File: config.mk
export PLATFORM = sky130hd
export DESIGN_NAME = if_id_stage
export DESIGN_NICKNAME = d
export VERILOG_FILES = /design/src/rtl/riscv_pkg.sv /design/src/rtl/pc_gen.sv /design/src/rtl/if_id_stage.sv
export SDC_FILE = /design/constraint.sdc
export NUM_CORES = 1
export LEC_CHECK = 0
export CAP_MARGIN = 10
export CORE_MARGIN = 2
export CORE_UTILIZATION = 49
export DETAILED_ROUTE_END_ITERATION = 10
export HOLD_SLACK_MARGIN = 0.03
export PLACE_DENSITY = 0.89
export SYNTH_ARGS = -nofsm -noshare
export SYNTH_HDL_FRONTEND = slang
export SYNTH_SLANG_ARGS = --single-unit
File: constraint.sdc
create_clock -name clk -period 3.8 [get_ports clk]
set_input_delay 0.57 -clock clk [delete_from_list [all_inputs] [get_ports clk]]
set_output_delay 0.57 -clock clk [all_outputs]
set_load 0.05 [all_outputs]
File: src/rtl/riscv_pkg.sv
`default_nettype none
// ============================================================================
// Module   : riscv_pkg
// Purpose  : Shared constants and types for the 5-stage RISC-V core.
// Revision : 1.0 - initial release
// ============================================================================
package riscv_pkg;

  localparam int          XLEN_DEFAULT      = 32;
  localparam int          CNT_W_DEFAULT     = 16;
  localparam int          INSTR_W           = 32;
  localparam logic [31:0] RESET_PC_DEFAULT  = 32'h0000_0000;
  localparam logic [31:0] NOP_INSTR_DEFAULT = 32'h0000_0013;  // addi x0,x0,0

  // What the IF/ID register does on a given edge, highest priority first.
  typedef enum logic [2:0] {
    ACT_IDLE     = 3'd0,  // not yet running: hold everything
    ACT_REDIRECT = 3'd1,  // taken branch/jump: flush and reload PC
    ACT_STALL    = 3'd2,  // load-use stall: hold PC and IF/ID
    ACT_LOAD     = 3'd3,  // fetch completed: capture instruction
    ACT_BUBBLE   = 3'd4   // fetch still waiting: insert NOP
  } if_action_e;

endpackage
`default_nettype wire

File: src/rtl/pc_gen.sv
`default_nettype none
// ============================================================================
// Module   : pc_gen
// Purpose  : Program counter with +4 increment, word-aligned redirect and a
//            sticky flag recording any misaligned redirect target.
// Revision : 1.0 - initial release
// ============================================================================
module pc_gen
  import riscv_pkg::*;
#(
  parameter int              XLEN     = XLEN_DEFAULT,
  parameter logic [XLEN-1:0] RESET_PC = XLEN'(RESET_PC_DEFAULT)
) (
  input  logic            clk,
  input  logic            rst_n,
  input  logic            load_en,
  input  logic            redirect,
  input  logic [XLEN-1:0] target,
  output logic [XLEN-1:0] pc,
  output logic            misalign
);

  logic [XLEN-1:0] pc_d, pc_q;
  logic            misalign_d, misalign_q;

  // Next PC: redirect wins over sequential advance; arithmetic wraps freely.
  always_comb begin
    pc_d       = pc_q;
    misalign_d = misalign_q;
    if (redirect) begin
      pc_d       = {target[XLEN-1:2], 2'b00};
      misalign_d = misalign_q | (target[1:0] != 2'b00);
    end else if (load_en) begin
      pc_d = pc_q + XLEN'(4);
    end
  end

  // PC and sticky misalign flag registers.
  always_ff @(posedge clk or negedge rst_n) begin
    if (!rst_n) begin
      pc_q       <= RESET_PC;
      misalign_q <= 1'b0;
    end else begin
      pc_q       <= pc_d;
      misalign_q <= misalign_d;
    end
  end

  assign pc       = pc_q;
  assign misalign = misalign_q;

endmodule
`default_nettype wire

File: src/rtl/if_id_stage.sv
`default_nettype none
// ============================================================================
// Module   : if_id_stage
// Purpose  : Fetch stage plus IF/ID pipeline register. Drives instruction
//            memory from the PC, captures fetched words, honours load-use
//            stalls and EX redirects, and counts stall cycles.
// Revision : 1.0 - initial release
// ============================================================================
module if_id_stage
  import riscv_pkg::*;
#(
  parameter int                 XLEN      = XLEN_DEFAULT,
  parameter logic [XLEN-1:0]    RESET_PC  = XLEN'(RESET_PC_DEFAULT),
  parameter logic [INSTR_W-1:0] NOP_INSTR = NOP_INSTR_DEFAULT,
  parameter int                 CNT_W     = CNT_W_DEFAULT
) (
  input  logic               clk,
  input  logic               rst_n,
  input  logic               hdu_stall,
  input  logic               ex_redirect,
  input  logic [XLEN-1:0]    ex_redirect_pc,
  output logic               imem_req,
  output logic [XLEN-1:0]    imem_addr,
  input  logic               imem_ready,
  input  logic [INSTR_W-1:0] imem_rdata,
  output logic [XLEN-1:0]    id_pc,
  output logic [XLEN-1:0]    id_pc_plus4,
  output logic [INSTR_W-1:0] id_instr,
  output logic               id_valid,
  output logic               id_misalign,
  output logic [CNT_W-1:0]   perf_stall_cycles
);

  logic               run_d, run_q;
  logic [XLEN-1:0]    id_pc_d, id_pc_q;
  logic [XLEN-1:0]    id_pc_plus4_d, id_pc_plus4_q;
  logic [INSTR_W-1:0] id_instr_d, id_instr_q;
  logic               id_valid_d, id_valid_q;
  logic [CNT_W-1:0]   stall_cnt_d, stall_cnt_q;
  logic [XLEN-1:0]    pc;
  logic               fetch_done;
  if_action_e         action;

  assign imem_req   = run_q & ~hdu_stall;
  assign imem_addr  = pc;
  assign fetch_done = imem_req & imem_ready;

  pc_gen #(
    .XLEN     (XLEN),
    .RESET_PC (RESET_PC)
  ) u_pc_gen (
    .clk      (clk),
    .rst_n    (rst_n),
    .load_en  (action == ACT_LOAD),
    .redirect (action == ACT_REDIRECT),
    .target   (ex_redirect_pc),
    .pc       (pc),
    .misalign (id_misalign)
  );

  // Resolve this edge's action: redirect > stall > fetch complete > wait.
  always_comb begin
    action = ACT_IDLE;
    if (run_q) begin
      if (ex_redirect)     action = ACT_REDIRECT;
      else if (hdu_stall)  action = ACT_STALL;
      else if (fetch_done) action = ACT_LOAD;
      else                 action = ACT_BUBBLE;
    end
  end

  // IF/ID next state, run flag and saturating stall counter.
  always_comb begin
    run_d         = 1'b1;
    id_pc_d       = id_pc_q;
    id_pc_plus4_d = id_pc_plus4_q;
    id_instr_d    = id_instr_q;
    id_valid_d    = id_valid_q;
    stall_cnt_d   = stall_cnt_q;
    case (action)
      ACT_REDIRECT, ACT_BUBBLE: begin
        id_instr_d = NOP_INSTR;
        id_valid_d = 1'b0;
      end
      ACT_LOAD: begin
        id_pc_d       = pc;
        id_pc_plus4_d = pc + XLEN'(4);
        id_instr_d    = imem_rdata;
        id_valid_d    = 1'b1;
      end
      default: ;
    endcase
    // Stall cycles count even when a redirect overrides the stall.
    if (run_q && hdu_stall && !(&stall_cnt_q)) begin
      stall_cnt_d = stall_cnt_q + CNT_W'(1);
    end
  end

  // IF/ID pipeline register, run flag and counter.
  always_ff @(posedge clk or negedge rst_n) begin
    if (!rst_n) begin
      run_q         <= 1'b0;
      id_pc_q       <= RESET_PC;
      id_pc_plus4_q <= RESET_PC + XLEN'(4);
      id_instr_q    <= NOP_INSTR;
      id_valid_q    <= 1'b0;
      stall_cnt_q   <= '0;
    end else begin
      run_q         <= run_d;
      id_pc_q       <= id_pc_d;
      id_pc_plus4_q <= id_pc_plus4_d;
      id_instr_q    <= id_instr_d;
      id_valid_q    <= id_valid_d;
      stall_cnt_q   <= stall_cnt_d;
    end
  end

  assign id_pc             = id_pc_q;
  assign id_pc_plus4       = id_pc_plus4_q;
  assign id_instr          = id_instr_q;
  assign id_valid          = id_valid_q;
  assign perf_stall_cycles = stall_cnt_q;

endmodule
`default_nettype wire

==> results.toml <==
[critical_path]
ff2ff_path_depth = 5
cp.arrival_ns = 2.32
cp-start-kind = "input pin"
required_ns = 3.23
timing.critical_path.fanout_max = 5
cp-end-kind = "output pin"
crit_type = "input pin to output pin"

[synth]
synth_most_common_cell = "nand2_1"
yosysSeqAreaShare_pct = 57.5
synthesis.area_um2 = 6150
synthDistinctLibCells = 49
netlist_top_cells_count = "nand2_1 (143), dfrtp_1 (137), o21ai_0 (52)"
synth_seq_cells = 141
async_flop_share_pct = 100
ys.flop_type = "dfrtp_1"
avgSynthCellArea_um2 = 10.1
yosys.area.top_type = "dfrtp_1"
synth.top_cell.area_share_pct = 55.8
synth.top_cells.by_area = "dfrtp_1 (56%), nand2_1 (8.7%), o21ai_0 (4.2%)"
yosysWarningCount = 0
synthCells = 607
synth-edff-count = 0

[global_route]
grt_overflow = 0
grt.total_usage_pct = 27.7
antenna_found_initial = 0
grt_max_degree = 127
grt_pass1_vias = 5466
grt_pass1_wl_um = 28300

[placement]
dp_hpwl_um = 12100
portBuffers = 209
place_area_um2 = 8340
gp_congestion = 0.890

[sta]
hold_violations = 0
fmax_mhz = 346
setup_violations = 0
period_needed_ns = 2.89
finalClockSkew_ns = 0.00548
finalMaxSlewViolations = 0
worst_slew_pin_slew_ns = 0.754
finalCritPeriodShare_pct = 76.1
rsz0062_at_grt = "no"
tns_ns = 0
relSlewSlack_pct = 49.3
holdWs_ns = 0.0565

[clocking]
ctsHoldBuffers = 0
clkSinkCount = 141
cts_tree = "done"
cts_buffers = 17
clk_latency_ns = 0.42
cts_resized = 0
clk_pin_slew_ns = 0.06
post_cts_buffers = 0
htreeDepth = 4
root_buffer = "clkbuf_16"
ctsLongestPathBuffers = 2

[hold_path]
worstHoldPathType = "input pin to async pin"

[route]
wl_um = 18000
wl_per_cell_um = 18.3
viasPerCell = 5.60
dr.first_iter.drc_count = 431
vias = 5515
route.detailed.drc = 0
final_antenna_net_count = 0
drt_first_pass_iters = 5

[flow_run]
cap_violations = 0

[run_status]
outcome = "complete, no violations"

[finish]
fill_cells = 817
antennaDiodeCount = 0
layout.nets = 874
area_growth_pct = 46.6
regArea_um2 = 3530
utilization_pct = 74.4
final_cell_area_um2 = 9010
drive_above_1_share_pct = 6.86
multi_input_comb_area_um2 = 2430

[floorplan]
initial_utilization_pct = 50.7
die_area_um2 = 13500
die_y_um = 116
rows = 40
core_um2 = 12100
fp.dieW_um = 116
io_pins = 216

[power]
p_per_area_nw_per_um2 = 627
ir_drop_uv = 457
power_leakage_nw = 3.94
-- cells in the final DEF (no fill, tap or decap), types with 5 or more instances in the layout --
cell type,Yosys,routed
dfrtp_1,137,137
xnor2_1,15,15
xor2_1,22,22
a21oi_1,9,9
nor2_1,22,20
a21o_1,5,5
and3_1,6,6
nor3_1,9,9
buf_4,7,6
a22oi_1,17,17
clkbuf_16,0,17
a31oi_1,6,6
o21ai_0,52,51
nand4_1,14,14
a22o_1,29,29
clkdlybuf4s50_1,0,208
conb_1,2,7
nand2_1,143,143
nand3_1,20,20
-- layer usage --
metal,track usage [%],part of all wire [%]
met5,0,0
met4,12.0,2.6
met3,8.79,8.9
met2,44.8,49
met1,34.6,39
-- kinds of logic after synthesis --
logic type	count (synthesis)	share of synthesized area, %
compound gates	135	14.7
fa+ha+maj	2	0.407
simple gates	241	18.2
flops	141	57.5
xor+xnor	37	5.27
buf+inv	47	3.52
mux	2	0.346
other cells	2	0.122
-- flip-flops by register name, indices dropped and copies added (netlist names) --
name               count
u_pc_gen.pc           30
perf_stall_cycles     16
id_pc_plus4           30
u_pc_gen.misalign      1
id_valid               1
id_instr              32
id_pc                 30
run_q                  1
-- path summary, 6_finish.rpt --
| path | start | endpoint | slack [ns] |
|---|---|---|---|
| setup / recovery | hdu_stall | imem_req | 0.91 |
| hold / removal | rst_n | id_pc_plus4[31] | 0.06 |
| setup reg to reg | run_q | u_pc_gen.pc[6] | 1.35 |
| hold reg to reg | id_pc[22] | id_pc[22] | 0.48 |
| max in group asynchronous | rst_n | id_pc_plus4[3] | 2.88 |
| min in group clk | id_pc[22] | id_pc[22] | 0.48 |
-- critical path, stage by stage --
cell and delay [ns]:
clkdlybuf4s50_1 0.48, nor2b_1 0.38, clkdlybuf4s50_1 0.89
-- stage by stage --
step	std cells	total power, W	setup slack, ns
after floorplan	612	0.00313	1.30
after global placement	951	0.00381	0.909
after detailed placement	951	0.00386	0.790
after CTS	983	0.00566	0.917
after global routing	984	0.00586	0.775
final	984	0.00565	0.908
-- cell type report --
| type | count | area share (%) |
|---|---|---|
| Sequential cell | 141 | 39.2 |
| Multi-Input combinational cell | 424 | 27.0 |
| Timing Repair Buffer | 217 | 24.3 |
| Clock buffer | 22 | 5.37 |
| Tap cell | 168 | 2.33 |
| Clock inverter | 10 | 1.78 |
| Inverter | 2 | 0.0833 |
-- power by group --
group	switching (W)	internal (W)	leakage, nW	total, W
registers	0.000257	0.00174	1.81	0.00200
logic	0.00124	0.000616	1.81	0.00186
clock network	0.000624	0.00117	0.316	0.00179
Note: power is estimated with default switching activity, not from simulation.
==> edit 1, RTL diff (same flow settings) <==
Reset style: synchronous (`rst_n`), changed in 2 clocked blocks.
--- a/src/rtl/pc_gen.sv
+++ b/src/rtl/pc_gen.sv
@@ -36,7 +36,7 @@
   end
 
   // PC and sticky misalign flag registers.
-  always_ff @(posedge clk or negedge rst_n) begin
+  always_ff @(posedge clk) begin
     if (!rst_n) begin
       pc_q       <= RESET_PC;
       misalign_q <= 1'b0;
--- a/src/rtl/if_id_stage.sv
+++ b/src/rtl/if_id_stage.sv
@@ -97,7 +97,7 @@
   end
 
   // IF/ID pipeline register, run flag and counter.
-  always_ff @(posedge clk or negedge rst_n) begin
+  always_ff @(posedge clk) begin
     if (!rst_n) begin
       run_q         <= 1'b0;
       id_pc_q       <= RESET_PC;
Check against the original RTL: differs if rst_n is asserted again (counterexample within 4 cycles, from zero or initial values and one cycle with rst_n low); with rst_n held inactive, the same outputs for 10 cycles.
==> edit 1 against the original RTL <==
- area after synthesis shrank 3.7%
- first-iteration DRC count rose by 13%
- design area down 4.1%
- clock skew rose by 0.0034 ns
- worst setup slack better by 0.046 ns
- sequential cell count did not move
- die area is 3.5% lower
- wire length hardly changed
- critical endpoint unchanged
- largest cell class unchanged
- highest routed layer unchanged
Power is not compared: it rests on default switching activity, and its combinational part moved more than twofold at a synthesized area within 25%.
==> edit 1: results (changes against the original RTL) <==
timing:
  skew_ns: 0.008894  # +0.003419 ns
  fin_ws_ns: 0.9534  # +0.04570 ns
  relSlewSlack_pct: 26.81  # -23 points
  holdWs_ns: 0.4539  # +0.3974 ns
critical_path:
  timing.reg2reg.setup_slack_ns: 1.39  # +0.04 ns
  critPathCapture: "imem_req"
  worst_path_max_delay_cell: "clkdlybuf4s50_1"
  worstRegToRegCells: 6  # +1
  r2r_end: "u_pc_gen.pc[20]"
  worstPathArrival_ns: 2.28  # -0.04 ns
  critPathMaxFanout: 8  # +3
  timing.rr.start: "u_pc_gen.pc[2]"
  startpoint: "hdu_stall"
  critPathMaxStageDelay_ns: 0.84  # -0.05 ns
grt:
  antenna_found_initial: 0  # unchanged
  grt_pass1_wl_um: 28350  # +0.24%
  grt_pass1_vias: 5606  # +2.6%
  met3_usage_pct: 9.458  # +0.67 points
  grtUsageMet1_pct: 33.28  # -1.3 points
  grt_start_max_net_pins: 68  # -46%
  grt_usage_pct: 27.53  # -0.22 points
  use_met2_pct: 45.20  # +0.36 points
place:
  place.port_buffers: 209  # unchanged
  dp_slack_ns: 0.8228  # +0.03246 ns
  place_congestion: 0.8287  # -6.9%
  postPlaceCellArea_mm2: 0.008021  # -3.8%
  dp_hpwl_um: 12220  # +0.90%
min_path:
  hold_end: "id_pc[29]"
  min-delay-start: "id_pc[29]"
  hold_path_class: "flop to flop"
cells_and_area:
  fillCellCount: 898  # +9.9%
  final_cells: 1032  # +4.9%
  fin_nets: 943  # +7.9%
  drive_gt1_share_pct: 6.441  # -0.42 points
  largest_register_ffs: 32  # unchanged
drt:
  viasPerCell: 5.732  # +2.3%
  routed_wirelength_um: 17960  # about the same
  dr.first_iter.drc_count: 489  # +13%
  wl_met1_um: 7253  # +2.4%
  drc: 0  # unchanged
  met2WireLength_um: 8617  # -2.1%
  wl_met3_um: 1706  # +6.7%
cts:
  cts_resized: 0  # unchanged
  cts_root_buffer: "clkbuf_16"
  clockBufferDepth: 2  # unchanged
  numCtsBuffers: 17  # unchanged
  post_cts_buffers: 0  # unchanged
  clk_pin_slew_worst_paths_ns: 0.06  # about the same
power:
  ir_worst_vdd_uv: 324.1
logic_synthesis:
  synth-seq-area-share_pct: 47.68  # -9.8 points
  async_flop_share_pct: 0  # -100 points
  yosysWarnings: 0  # unchanged
  synthTopCellsByArea: "dfxtp_1 48%, nand2_1 6.3%, a21oi_1 5.5%, a22oi_1 5.5%, nor2_1 3.9%"
  netlist_instances: 691  # +14%
  yosysUniqueCellTypes: 54  # +10%
  synthTopCellsByCount: "141 x dfxtp_1, 99 x nand2_1, 65 x a21oi_1, 61 x nor2_1, 43 x a22oi_1"
run_status:
  status: "complete, no violations"
edit 1: worst min-delay path, delay by kind of cell (launching register included):
kind | cells | cell delay (ns)
AND/OR/NAND/NOR | 1 | 0.05
AO/OA/AOI/OAI | 1 | 0.05
flip-flops | 1 | 0.31
edit 1: where the power goes:
group | switching [uW] | internal (uW) | total (uW) | leakage [uW]
sequential | 49.0 | 1510 | 1560 | 0.00114
combinational | 256 | 165 | 422 | 0.00160
clock | 646 | 1100 | 1740 | 0.000295
total | 951 | 2770 | 3730 | 0.00304
edit 1: cell type report:
cell class                      count  area (um2)  area share, %
Sequential cell                   141        2823          32.66
Multi-Input combinational cell    488        2819          32.61
Timing Repair Buffer              218        2172          25.13
Clock buffer                       17       425.4          4.922
Clock inverter                     15       196.4          2.273
Tap cell                          147       183.9          2.128
Inverter                            6       23.77         0.2750
edit 1: logic make-up after synthesis:
family	share of synthesized area, %
simple gates	21.58
compound gates	19.84
flops	47.68
buf+inv	5.389
xor+xnor	5.030
fa+ha+maj	0.4226
other cells	0.06334
==> edit 2, RTL diff (same settings) <==
Made on the original files. The package constant `INSTR_W` goes from 32 to 16.
--- a/src/rtl/riscv_pkg.sv
+++ b/src/rtl/riscv_pkg.sv
@@ -8,7 +8,7 @@
 
   localparam int          XLEN_DEFAULT      = 32;
   localparam int          CNT_W_DEFAULT     = 16;
-  localparam int          INSTR_W           = 32;
+  localparam int          INSTR_W           = 16;
   localparam logic [31:0] RESET_PC_DEFAULT  = 32'h0000_0000;
   localparam logic [31:0] NOP_INSTR_DEFAULT = 32'h0000_0013;  // addi x0,x0,0
 
Ports: changed (resized id_instr and imem_rdata); port bits go from 216 to 184. The function was not compared with the original's and may differ.
==> edit 2 against the original RTL <==
- wire length decreased by 15%
- sequential cell count is 16 lower
- non-clock buffer count is 33 lower
- power is 9.7% lower
- sequential power fell by 11%
- critical path type unchanged
- design area decreased by 11%
- worst setup slack improved by 0.16 ns
- final cell count shrank 11%
- maximum frequency grew 5.7%
- area after synthesis fell by 9.4%
==> edit 2: results (changes against the original RTL) <==
cells_and_area:
  fin_nets: 782  # -11%
  num-multi-input-gates: 397  # -6.4%
  drive_gt1_share_pct: 7.162  # +0.30 points
  clock_buffers: 27  # +23%
  seq_share_pct: 39.08  # -0.14 points
  buffer_area_share_pct: 22.88  # -1.4 points
  clk_share_pct: 7.709  # +0.56 points
  num-nonclk-buffers: 184  # -15%
place:
  place_congestion: 0.8420  # -5.4%
  dp_hpwl_um: 10460  # -14%
logic_synthesis:
  synth-seq-area-share_pct: 56.26  # -1.2 points
  synthTopCellsByArea: "dfrtp_1 54%, nand2_1 9.6%, o21ai_0 4.2%, xnor2_1 3.3%, xor2_1 2.8%"
  synthTopCellsByCount: "143 x nand2_1, 121 x dfrtp_1, 47 x o21ai_0, 22 x nand3_1, 21 x xnor2_1"
drt:
  wire_per_inst_um: 17.43  # -4.5%
  dr.first_iter.drc_count: 319  # -26%
  met2WireLength_um: 7512  # -15%
  wl_met1_um: 6169  # -13%
  wl_met3_um: 1394  # -13%
grt:
  grt_pass1_vias: 5023  # -8.1%
  grt_usage_pct: 25.52  # -2.2 points
  grtUsageMet1_pct: 31.90  # -2.7 points
  grt_start_max_net_pins: 120  # -5.5%
  met3_usage_pct: 8.452  # -0.33 points
run_status:
  status: "complete, no violations"
power:
  ir_worst_vdd_uv: 468.1  # +2.4%
critical_path:
  critPathMaxStageDelay_ns: 0.83  # -0.06 ns
  worstPathArrival_ns: 2.17  # -0.15 ns
timing:
  relSlewSlack_pct: 31.75  # -18 points
==> edit 2: changes by cell type after synthesis, moves of 6 or more <==
cell     delta
nor2_1      -7
a22o_1     -16
xnor2_1     +6
dfrtp_1    -16
a21oi_1     -7
==> edit 2: worst paths after layout <==
kind                                     start               to  slack [ns]  cells past startpoint
worst max-delay path                 hdu_stall         imem_req        1.06                      3
worst min-delay path                     rst_n            run_q        0.33                      1
worst min register to register        id_pc[5]         id_pc[5]        0.48                      2
min in group clk                      id_pc[5]         id_pc[5]        0.48                      2
worst max register to register  u_pc_gen.pc[2]  u_pc_gen.pc[24]        1.50                      6
max in group asynchronous                rst_n  u_pc_gen.pc[22]        2.53                      2
==> edit 2: through the flow <==
step           setup WS (ns)  total power [uW]  std cells  area (um2)
6_report               1.064              5099        880        8018
4_1_cts                1.061              5124        880        8018
5_1_grt                1.014              5288        880        8018
2_1_floorplan          1.621              2820        566        5588
3_3_place_gp           1.102              3419        848        7400
3_5_place_dp           1.065              3461        848        7400
==> edit 2: kinds of logic (layout without fill, tap and decap cells) <==
kind of cell | Yosys count | in the layout | share of synthesized area [%]
other | 2 | 7 | 0.1349
adder cells (fa/ha/maj) | 2 | 2 | 0.4493
AND/OR/NAND/NOR | 238 | 238 | 19.64
buffers and inverters | 44 | 218 | 3.775
AO/OA/AOI/OAI | 109 | 109 | 13.23
flip-flops | 125 | 125 | 56.26
XOR/XNOR | 39 | 39 | 6.133
multiplexers | 2 | 2 | 0.3819
==> edit 2: power breakdown <==
part	switching [uW]	leakage, uW	internal, uW	total [uW]
Sequential	229	0.00161	1550	1780
Combinational	1110	0.00162	555	1660
Clock	552	0.000309	1100	1650
Total	1890	0.00353	3210	5100
